<file path="src/rtl/wbuf_pkg.sv">
// Shared types and default sizes for the data-cache write buffer.
package wbuf_pkg;

  localparam int DEF_DEPTH  = 4;
  localparam int DEF_ADDR_W = 28;
  localparam int DEF_LINE_W = 128;

  typedef enum logic [1:0] {
    IDLE,
    RD_MEM,
    WR_MEM,
    RESP
  } wbuf_state_e;

  typedef struct packed {
    logic [DEF_ADDR_W-1:0] addr;
    logic [DEF_LINE_W-1:0] data;
  } wbuf_entry_t;

endpackage

</file>
<file path="src/rtl/wbuf_cam.sv">
// Write-buffer entry storage with a parallel address compare that reports the youngest valid hit.
module wbuf_cam
  import wbuf_pkg::*;
#(
  parameter int DEPTH  = DEF_DEPTH,
  parameter int ADDR_W = DEF_ADDR_W,
  parameter int LINE_W = DEF_LINE_W,
  parameter int PTR_W  = $clog2(DEPTH)
) (
  input  logic              clk,
  input  logic              we_i,
  input  logic [PTR_W-1:0]  widx_i,
  input  logic [ADDR_W-1:0] waddr_i,
  input  logic [LINE_W-1:0] wdata_i,
  input  logic [PTR_W-1:0]  head_i,
  input  logic [PTR_W:0]    count_i,
  input  logic              skip_head_i,
  input  logic [ADDR_W-1:0] addr_i,
  output logic              hit,
  output logic [PTR_W-1:0]  hit_idx,
  output logic [LINE_W-1:0] hit_data,
  output logic [ADDR_W-1:0] head_addr_o,
  output logic [LINE_W-1:0] head_data_o
);

  typedef struct packed {
    logic [ADDR_W-1:0] addr;
    logic [LINE_W-1:0] data;
  } entry_t;

  entry_t            entries_q [DEPTH];
  logic [PTR_W-1:0]  idx;

  always_ff @(posedge clk) begin
    if (we_i) entries_q[widx_i] <= '{addr: waddr_i, data: wdata_i};
  end

  // Walk from oldest to youngest so the last matching entry wins.
  always_comb begin
    hit      = 1'b0;
    hit_idx  = '0;
    hit_data = '0;
    idx      = '0;
    for (int k = 0; k < DEPTH; k++) begin
      idx = head_i + PTR_W'(k);
      if (((PTR_W+1)'(k) < count_i) && (entries_q[idx].addr == addr_i) &&
          !(skip_head_i && (k == 0))) begin
        hit      = 1'b1;
        hit_idx  = idx;
        hit_data = entries_q[idx].data;
      end
    end
  end

  assign head_addr_o = entries_q[head_i].addr;
  assign head_data_o = entries_q[head_i].data;

endmodule

</file>
<file path="src/rtl/dcache_write_buffer.sv">
// Write buffer between the data cache and memory: absorbs write-backs, drains them, forwards to reads.
// Define WBUF_MERGE_EN to merge writes into a matching non-draining entry instead of allocating.
module dcache_write_buffer
  import wbuf_pkg::*;
#(
  parameter int DEPTH  = DEF_DEPTH,
  parameter int ADDR_W = DEF_ADDR_W,
  parameter int LINE_W = DEF_LINE_W
) (
  input  logic              clk,
  input  logic              proc_reset,
  input  logic              c_read,
  input  logic              c_write,
  input  logic [ADDR_W-1:0] c_addr,
  input  logic [LINE_W-1:0] c_wdata,
  output logic [LINE_W-1:0] c_rdata,
  output logic              c_ready,
  output logic              mem_read,
  output logic              mem_write,
  output logic [ADDR_W-1:0] mem_addr,
  output logic [LINE_W-1:0] mem_wdata,
  input  logic [LINE_W-1:0] mem_rdata,
  input  logic              mem_ready
);

  localparam int PTR_W = $clog2(DEPTH);

  wbuf_state_e       state_q, state_d;
  logic [PTR_W-1:0]  head_q, head_d, tail_q, tail_d;
  logic [PTR_W:0]    count_q, count_d;
  logic              c_ready_q, c_ready_d;
  logic [LINE_W-1:0] c_rdata_q, c_rdata_d;
  logic              mem_read_q, mem_read_d, mem_write_q, mem_write_d;
  logic [ADDR_W-1:0] mem_addr_q, mem_addr_d;
  logic [LINE_W-1:0] mem_wdata_q, mem_wdata_d;

  logic              rd_req, wr_req, drain_start, pop, push, full;
  logic              skip_head, merge_hit, cam_we;
  logic              hit;
  logic [PTR_W-1:0]  hit_idx;
  logic [LINE_W-1:0] hit_data;
  logic [ADDR_W-1:0] head_addr;
  logic [LINE_W-1:0] head_data;

  // Requests seen while c_ready is high are the tail of an already-served handshake.
  always_comb begin
    rd_req      = c_read && !c_ready_q;
    wr_req      = c_write && !c_read && !c_ready_q;
    drain_start = (state_q == IDLE) && !c_read && (count_q != '0);
    pop         = (state_q == WR_MEM) && mem_ready;
    full        = (count_q == (PTR_W+1)'(DEPTH));
`ifdef WBUF_MERGE_EN
    skip_head   = wr_req && ((state_q == WR_MEM) || drain_start);
    merge_hit   = wr_req && hit;
`else
    skip_head   = 1'b0;
    merge_hit   = 1'b0;
`endif
    push        = wr_req && !merge_hit && (!full || pop);
    cam_we      = push || merge_hit;
  end

  wbuf_cam #(
    .DEPTH (DEPTH),
    .ADDR_W(ADDR_W),
    .LINE_W(LINE_W),
    .PTR_W (PTR_W)
  ) u_cam (
    .clk        (clk),
    .we_i       (cam_we),
    .widx_i     (merge_hit ? hit_idx : tail_q),
    .waddr_i    (c_addr),
    .wdata_i    (c_wdata),
    .head_i     (head_q),
    .count_i    (count_q),
    .skip_head_i(skip_head),
    .addr_i     (c_addr),
    .hit        (hit),
    .hit_idx    (hit_idx),
    .hit_data   (hit_data),
    .head_addr_o(head_addr),
    .head_data_o(head_data)
  );

  always_comb begin
    state_d     = state_q;
    c_ready_d   = 1'b0;
    c_rdata_d   = c_rdata_q;
    mem_read_d  = mem_read_q;
    mem_write_d = mem_write_q;
    mem_addr_d  = mem_addr_q;
    mem_wdata_d = mem_wdata_q;
    head_d      = head_q + PTR_W'(pop);
    tail_d      = tail_q + PTR_W'(push);
    count_d     = count_q + (PTR_W+1)'(push) - (PTR_W+1)'(pop);

    if (cam_we) c_ready_d = 1'b1;
    // A draining head is still valid, so reads may forward from it while WR_MEM is in flight.
    if (rd_req && hit && ((state_q == IDLE) || (state_q == WR_MEM))) begin
      c_ready_d = 1'b1;
      c_rdata_d = hit_data;
    end

    case (state_q)
      IDLE: begin
        if (rd_req && !hit) begin
          state_d    = RD_MEM;
          mem_read_d = 1'b1;
          mem_addr_d = c_addr;
        end else if (drain_start) begin
          state_d     = WR_MEM;
          mem_write_d = 1'b1;
          mem_addr_d  = head_addr;
          mem_wdata_d = head_data;
        end
      end
      RD_MEM: begin
        if (mem_ready) begin
          state_d    = RESP;
          mem_read_d = 1'b0;
          c_ready_d  = 1'b1;
          c_rdata_d  = mem_rdata;
        end
      end
      WR_MEM: begin
        if (mem_ready) begin
          state_d     = IDLE;
          mem_write_d = 1'b0;
        end
      end
      RESP:    state_d = IDLE;
      default: state_d = IDLE;
    endcase
  end

  always_ff @(posedge clk) begin
    if (proc_reset) begin
      state_q     <= IDLE;
      head_q      <= '0;
      tail_q      <= '0;
      count_q     <= '0;
      c_ready_q   <= 1'b0;
      c_rdata_q   <= '0;
      mem_read_q  <= 1'b0;
      mem_write_q <= 1'b0;
      mem_addr_q  <= '0;
      mem_wdata_q <= '0;
    end else begin
      state_q     <= state_d;
      head_q      <= head_d;
      tail_q      <= tail_d;
      count_q     <= count_d;
      c_ready_q   <= c_ready_d;
      c_rdata_q   <= c_rdata_d;
      mem_read_q  <= mem_read_d;
      mem_write_q <= mem_write_d;
      mem_addr_q  <= mem_addr_d;
      mem_wdata_q <= mem_wdata_d;
    end
  end

  assign c_ready   = c_ready_q;
  assign c_rdata   = c_rdata_q;
  assign mem_read  = mem_read_q;
  assign mem_write = mem_write_q;
  assign mem_addr  = mem_addr_q;
  assign mem_wdata = mem_wdata_q;

endmodule

</file>
<file path="config.mk">
export PLATFORM = sky130hd
export DESIGN_NAME = dcache_write_buffer
export DESIGN_NICKNAME = d
export VERILOG_FILES = /design/src/rtl/wbuf_pkg.sv /design/src/rtl/wbuf_cam.sv /design/src/rtl/dcache_write_buffer.sv
export SDC_FILE = /design/constraint.sdc
export NUM_CORES = 2
export LEC_CHECK = 0
export ABC_AREA = 1
export BUFFER_PORTS_ARGS = -buffer_cell sky130_fd_sc_hd__buf_2
export CAP_MARGIN = 5
export CORE_MARGIN = 5
export CORE_UTILIZATION = 35
export DETAILED_ROUTE_END_ITERATION = 12
export MAX_ROUTING_LAYER = met4
export PLACE_DENSITY = 0.59
export SETUP_SLACK_MARGIN = 0.02
export SYNTH_ARGS = -nofsm -noshare
export SYNTH_HDL_FRONTEND = slang
export SYNTH_SLANG_ARGS = --single-unit
</file>
<file path="constraint.sdc">
create_clock -name clk -period 17.2 [get_ports clk]
set_clock_uncertainty 0.1 [all_clocks]
set_input_delay 1.72 -clock clk [delete_from_list [all_inputs] [get_ports clk]]
set_output_delay 1.72 -clock clk [all_outputs]
set_load 0.05 [all_outputs]
</file>
# Yosys cells after proc, flatten, opt, wreduce, memory -nomap -nowiden
# Memories as Yosys holds them, arrays and structs flattened. A register that Yosys moved wholly into a read port is not among the register bits.
# Cells that the tools add are included.
word_totals:
  ff_bits: 296
  ramBits: 624
  output_inout_bits: 287
  mem_count: 1
mem_list:
  columns: ["name", "depth", "word_bits", "read_ports", "rd_clocked_by_memory_dff", "wr", "line_no", "source"]
  rows:
  - ["u_cam.entries_q", 4, 156, 4, 1, 1, "wbuf_cam.sv:31", "entry_t entries_q [DEPTH];"]
classes:
  reduce_logical: 30
  addsub: 7
  magnitude_cmp: 4
  eq_ne: 14
  mux: 30
  bitwise_logic: 1
op_table:
  columns: ["operator", "count"]
  rows:
  - ["128-bit 2-to-1 mux", 7]
  - ["28-bit == test", 4]
  - ["28-bit 2-to-1 mux", 2]
  - ["1-bit logical AND", 14]
  - ["1-bit 2-to-1 mux", 13]
  - ["2-bit 2-to-1 mux", 5]
  - ["3-bit AND reduction", 3]
  - ["2-bit != test (second input constant)", 4]
  - ["2-bit case mux with 4 select lines", 1]
  - ["1-bit by 3-bit < comparator with 1-bit output (first input constant)", 2]
  - ["2-bit by 3-bit < comparator with 1-bit output (first input constant)", 2]
  - ["2-bit nonzero test", 3]
  - ["2-bit by 1-bit adder with 2-bit output", 2]
  - ["2-bit adder (second input constant)", 2]
  - ["2-bit == test (second input constant)", 2]
  - ["1-bit zero test", 4]
  - ["1-bit case mux with 2 select lines", 2]
  - ["4-bit AND reduction", 1]
  - ["3-bit by 1-bit adder with 3-bit output", 1]
  - ["3-bit == test (second input constant)", 1]
  - ["3-bit by 2-bit != test with 1-bit output (second input constant)", 1]
  - ["3-bit nonzero test", 1]
  - ["3-bit by 1-bit subtractor with 3-bit output", 1]
  - ["2-bit by 1-bit adder with 2-bit output (second input constant)", 1]
  - ["other kinds (6)", 7]

# Depth between registers and ports, before layout
# An unclocked memory read counts as a cell.
depth:
  ltp_word: 12
  ltp_mapped: 23

# Modules after synthesis
# Synthesis repeated with hierarchy kept, for this count alone.
hier_totals:
  hier_cells: 7857
  hier_area_um2: 53496.3
by_module_without_submodules:
  columns: ["module", "cells_per_inst", "instances", "seq_area_each_um2", "area_per_inst_um2"]
  rows:
  - ["wbuf_cam", 5908, 1, 18738.0, 40749.1]
  - ["dcache_write_buffer", 1949, 1, 5925.7, 12747.2]

# Least setup slack after synthesis
# No wires, ideal clock.
synth_timing:
  kind: "input port to flip-flop"
  from: "in mem_ready"
  to: "mem u_cam.entries_q[0][0] (netlist bit), enable pin"
  slack_ns: 3.313
  setup_time_ns: 0.864
  stages: 6
  t_arrival_ns: 12.923
  required_ns: 16.236
  cell_sequence: "inv_1 > nor2_1 > inv_1 > a31oi_1 > inv_1 > nor3_1"
synth_via:
  elab_chain_cells: 5
synth_rtl:
  columns: ["item", "line_no", "source"]
  rows:
  - ["start: declaration", "dcache_write_buffer.sv:23", "input logic mem_ready"]
  - ["1-bit logical AND", "dcache_write_buffer.sv:50", "pop = (state_q == WR_MEM) && mem_ready;"]
  - ["1-bit logical OR", "dcache_write_buffer.sv:59", "push = wr_req && !merge_hit && (!full || pop);"]
  - ["1-bit logical AND", "dcache_write_buffer.sv:59", null]
  - ["1-bit 2-to-1 mux", "wbuf_cam.sv:35", "if (we_i) entries_q[widx_i] <= '{addr: waddr_i, data: wdata_i};"]
  - ["1-bit 2-to-1 mux (not written as such)", "wbuf_cam.sv:35", null]
  - ["end: declaration", "wbuf_cam.sv:31", null]
# Every way passes these cells.

# Worst setup path after layout
layout_timing:
  from: "reg head_q[0]"
  to: "reg c_rdata_q[117], in the netlist c_rdata[117]"
layout_via:
  elab_chain_cells: 12
  elab_cells_between_ends: 21
  cone_classes: "add/sub: 3; eq/ne: 3; mux: 9; reduce/logical: 5; memory: 1"
layout_rtl:
  columns: ["item", "line_no", "source"]
  rows:
  - ["start: declaration", "dcache_write_buffer.sv:29", "logic [PTR_W-1:0] head_q, head_d, tail_q, tail_d;"]
  - ["start signal: assignment", "dcache_write_buffer.sv:139", "head_q <= '0;"]
  - ["start signal: assignment", "dcache_write_buffer.sv:150", "head_q <= head_d;"]
  - ["2-bit by 1-bit adder with 2-bit output", "wbuf_cam.sv:45", "idx = head_i + PTR_W'(k);"]
  - ["memory read 4 x 156 bit (*)", null, null]
  - ["28-bit == test", "wbuf_cam.sv:46", "if (((PTR_W+1)'(k) < count_i) && (entries_q[idx].addr == addr_i) &&"]
  - ["1-bit logical AND", "wbuf_cam.sv:46", null]
  - ["1-bit 2-to-1 mux (3 in series)", "wbuf_cam.sv:46", null]
  - ["1-bit logical AND (2 in series)", "dcache_write_buffer.sv:99", "if (rd_req && hit && ((state_q == IDLE) || (state_q == WR_MEM))) begin"]
  - ["128-bit 2-to-1 mux (*)", "dcache_write_buffer.sv:99", null]
  - ["128-bit 2-to-1 mux", "dcache_write_buffer.sv:118", "if (mem_ready) begin"]
  - ["128-bit 2-to-1 mux (*)", "dcache_write_buffer.sv:104", "case (state_q)"]
  - ["end signal: assignment", "dcache_write_buffer.sv:154", "c_rdata_q <= c_rdata_d;"]
  - ["end: declaration", "dcache_write_buffer.sv:32", "logic [LINE_W-1:0] c_rdata_q, c_rdata_d;"]
# Every way passes the cells marked *; elsewhere a longest branch is shown, timed or not.
# A chain may end at the register's enable or synchronous reset.

==> flow_metrics.py <==
metrics = {
    "synthesis": {
        "synth.avg_cell_area_um2": 7.17,
        "netlist_instances": 7216,
        "synth_area_mm2": 0.0517,
        "seq_area_frac_synth_pct": 47.7,
        "ys_types": 30,
        "syn-num-nets": 7511,
        "ys_warn_count": 0,
        "synth-seq-cells": 920,
    },
    "hold_path": {
        "min-delay-start": "mem_wdata[121]$_SDFFE_PP0P_",
        "hold_path.class": "reg -> reg",
        "hold_end": "mem_wdata[121]$_SDFFE_PP0P_",
        "worstHoldPathCells": 2,
    },
    "timing": {
        "fin_crit_sh_pct": 42.8,
        "slew_headroom_pct": -5.31,
        "drv_slew": 58,
        "setup_viol": 0,
        "rsz0062_at_grt": "no",
        "max_freq_mhz": 136,
        "fin_crit_ns": 7.36,
        "final_hold_viol_count": 0,
        "setup_tns_ns": 0,
        "worst_slew_pin_slew_ns": 1.58,
    },
    "setup_path": {
        "cp_common_cell": "nand2_1",
        "worstSetupPathType": "reg -> reg",
        "critPathSlowestCell": "buf_4",
        "cp_max_fo": 205,
        "ff2ff_path_depth": 19,
        "path_cells": "inv_2 -> buf_4 -> nand2_1 -> nand2_4 -> buf_4 -> nand2_1 -> nand3_1 -> nand2_1 -> nor2_1 -> nand2_1 -> nor2_1 -> nand2_1 -> nor2_4 -> nor2_1 -> nand2_1 -> nand2_4 -> buf_12 -> a21oi_1 -> a21oi_1",
        "r2r-end": "c_rdata[117]$_SDFF_PP0_",
        "arrival_ns": 7.86,
        "required_ns": 17.70,
        "ff2ff_setup_slack_ns": 9.84,
        "cp_top_family": "buffers and inverters",
        "r2r_start": "head_q[0]$_SDFF_PP0_",
        "max_stage_delay_ns": 0.84,
        "worstSetupEndpointType": "flop",
        "start_kind": "flop",
        "path_buf_inv": 4,
    },
    "detailed_routing": {
        "routedWlPerCell_um": 19.7,
        "vias": 49500,
        "via_per_inst": 5.20,
        "drcViolationCount": 0,
        "first_pass_iters": 7,
        "routed_wl_um": 187000,
        "ant_nets": 0,
        "drtIter0Drc": 4699,
    },
    "global_route": {
        "grt_pass1_vias": 45900,
        "grt_pass1_wl_um": 280000,
        "track_usage_pct": 23.8,
        "grt_antenna_before_repair": 63,
        "grt_max_degree": 206,
        "grt.overflow.total": 0,
    },
    "layout": {
        "layout-area-overhead-vs-synth_pct": 14.3,
        "drive_above_1_share_pct": 10.9,
        "finish.instance_area_mm2": 0.0591,
        "final_common_cell": "nand2_1",
        "nets": 7745,
        "fin_cells": 9519,
        "layout_common_cells": "nand2_1, o21ai_0, nor2_1, edfxtp_1, inv_1",
        "nFillCells": 15100,
    },
    "run_status": {
        "violations": "max-slew violations",
        "status": "complete, but fails checks",
    },
    "die": {
        "top_level_ports": 576,
        "core_area_mm2": 0.147,
        "start_util_pct": 35.1,
        "die_y_um": 395,
        "die_area_mm2": 0.156,
        "fp-row-count": 141,
        "die-width_um": 395,
    },
    "power": {
        "p_total_uw": 7470,
        "p_sw_uw": 2970,
        "pwr-share-clk_pct": 30.7,
        "power_frac_seq_pct": 36.7,
        "ir_drop_uv": 93.7,
        "power_leakage_uw": 0.0257,
        "power_frac_comb_pct": 32.6,
        "p_int_uw": 4490,
        "p_per_area_mw_per_mm2": 126,
        "p_sw_share_pct": 39.8,
    },
    "clock_network": {
        "cts_resized": 0,
        "cts_tree": "done",
        "cts_sinks": 920,
        "clock_path_buffers": 3,
        "numCtsBuffers": 106,
        "path_clk_slew_ns": 0.06,
        "htreeDepth": 3,
        "clockRootBuffer": "clkbuf_16",
        "clk_latency_ns": 0.75,
        "cts-hold-fix-buffers": 0,
        "post_cts_buffers": 0,
    },
    "placement": {
        "place_inst": 9272,
        "gp_congestion": 0.912,
        "dp_hpwl_um": 120000,
        "io_buffer_count": 575,
        "place_area_mm2": 0.0555,
    },
    "run": {
        "drv_cap": 0,
    },
}
[tightest hold or removal path: cells and delay by family, from the launching register on]
| family | cells | cell delay, ns |
|---|---|---|
| compound gates | 1 | 0.05 |
| flops | 1 | 0.31 |
| simple gates | 1 | 0.06 |
[layer usage]
metal  part of all wire (%)  vias up  global-route usage, %
met1                     43    23100                   30.3
met4                    4.1        0                   10.3
met5                      0        -                      -
met3                    7.6      382                   4.22
li1                       -    24200                      -
met2                     46     1806                   37.4
[power by group through the flow]
stage / Clock [uW] / Combinational [uW] / Sequential (uW)
after floorplan: 0 / 1200 / 3340
after global placement: 0 / 2410 / 2780
after detailed placement: 0 / 2430 / 2780
after CTS: 2340 / 2430 / 2740
after global routing: 2430 / 2680 / 2760
final: 2290 / 2430 / 2740
[through the flow]
step	setup slack, ns	hold WS [ns]	util [%]
after global routing	9.37	0.406	40.1
after global placement	10.48	0.351	37.6
after detailed placement	10.29	0.364	37.6
final	9.84	0.371	40.1
after floorplan	3.31	0.381	-
after CTS	10.30	0.374	40.1
[Yosys cell counts]
cell	n	area, um^2
nand4_1	5	31.3
nor2_1	662	2480
buf_6	13	146
inv_1	604	2270
buf_4	15	113
clkbuf_2	2	10.0
fa_1	1	20.0
nor3b_1	1	7.51
o21bai_1	1	7.51
buf_1	62	233
ha_1	5	62.6
a31oi_1	3	18.8
a21oi_1	263	1320
inv_2	2	7.51
xor2_1	2	17.5
mux2i_1	2	20.0
o211ai_1	128	961
inv_4	1	6.26
edfxtp_1	624	18700
xnor2_1	3	26.3
clkbuf_1	284	1070
nor3_1	5	25.0
buf_2	129	646
o21ai_0	1209	6050
o21ai_1	12	60.1
and2_1	2	12.5
nand3_1	521	2610
dfxtp_1	296	5930
nand2_1	2358	8850
or2_2	1	6.26
[final cells by class]
class / instances / area [um^2] / share of cell area (%)
Antenna cell: 48 / 120 / 0.203
Clock buffer: 152 / 3130 / 5.29
Clock inverter: 47 / 424 / 0.717
Inverter: 607 / 2310 / 3.91
Multi-Input combinational cell: 5184 / 22700 / 38.4
Sequential cell: 920 / 24700 / 41.7
Tap cell: 1930 / 2410 / 4.08
Timing Repair Buffer: 631 / 3370 / 5.71
[state kept, by name (all words and copies together), names as in the netlist]
name and count:
state_q 2, mem_write 1, head_q 2, tail_q 2
count_q 3, c_rdata 128, u_cam.entries_q 624, mem_wdata 128
mem_read 1, mem_addr 28, c_ready 1
[kinds of logic (layout without fill, tap and decap cells)]
logic type | Yosys count | count (layout) | synth area share (%)
flip-flops | 920 | 920 | 47.7
other | 0 | 48 | 0
buffers and inverters | 1112 | 1437 | 8.69
XOR/XNOR | 5 | 5 | 0.0846
multiplexers | 2 | 2 | 0.0387
adder cells (fa/ha/maj) | 6 | 6 | 0.160
AO/OA/AOI/OAI | 1616 | 1616 | 16.3
AND/OR/NAND/NOR | 3555 | 3555 | 27.1
[how the worst max path moves through the flow]
stage          depth (start not counted)                              end            startpoint
2_1_floorplan                          6  u_cam.entries_q[0][0]$_DFFE_PP_             mem_ready
3_3_place_gp                          21          c_rdata[119]$_SDFF_PP0_  head_q[0]$_SDFF_PP0_
3_5_place_dp                          20           c_rdata[85]$_SDFF_PP0_  head_q[0]$_SDFF_PP0_
4_1_cts                               20           c_rdata[85]$_SDFF_PP0_  head_q[0]$_SDFF_PP0_
5_1_grt                               20          c_rdata[112]$_SDFF_PP0_  head_q[0]$_SDFF_PP0_
6_report                              19          c_rdata[117]$_SDFF_PP0_  head_q[0]$_SDFF_PP0_
(Power assumes the default switching activity.)
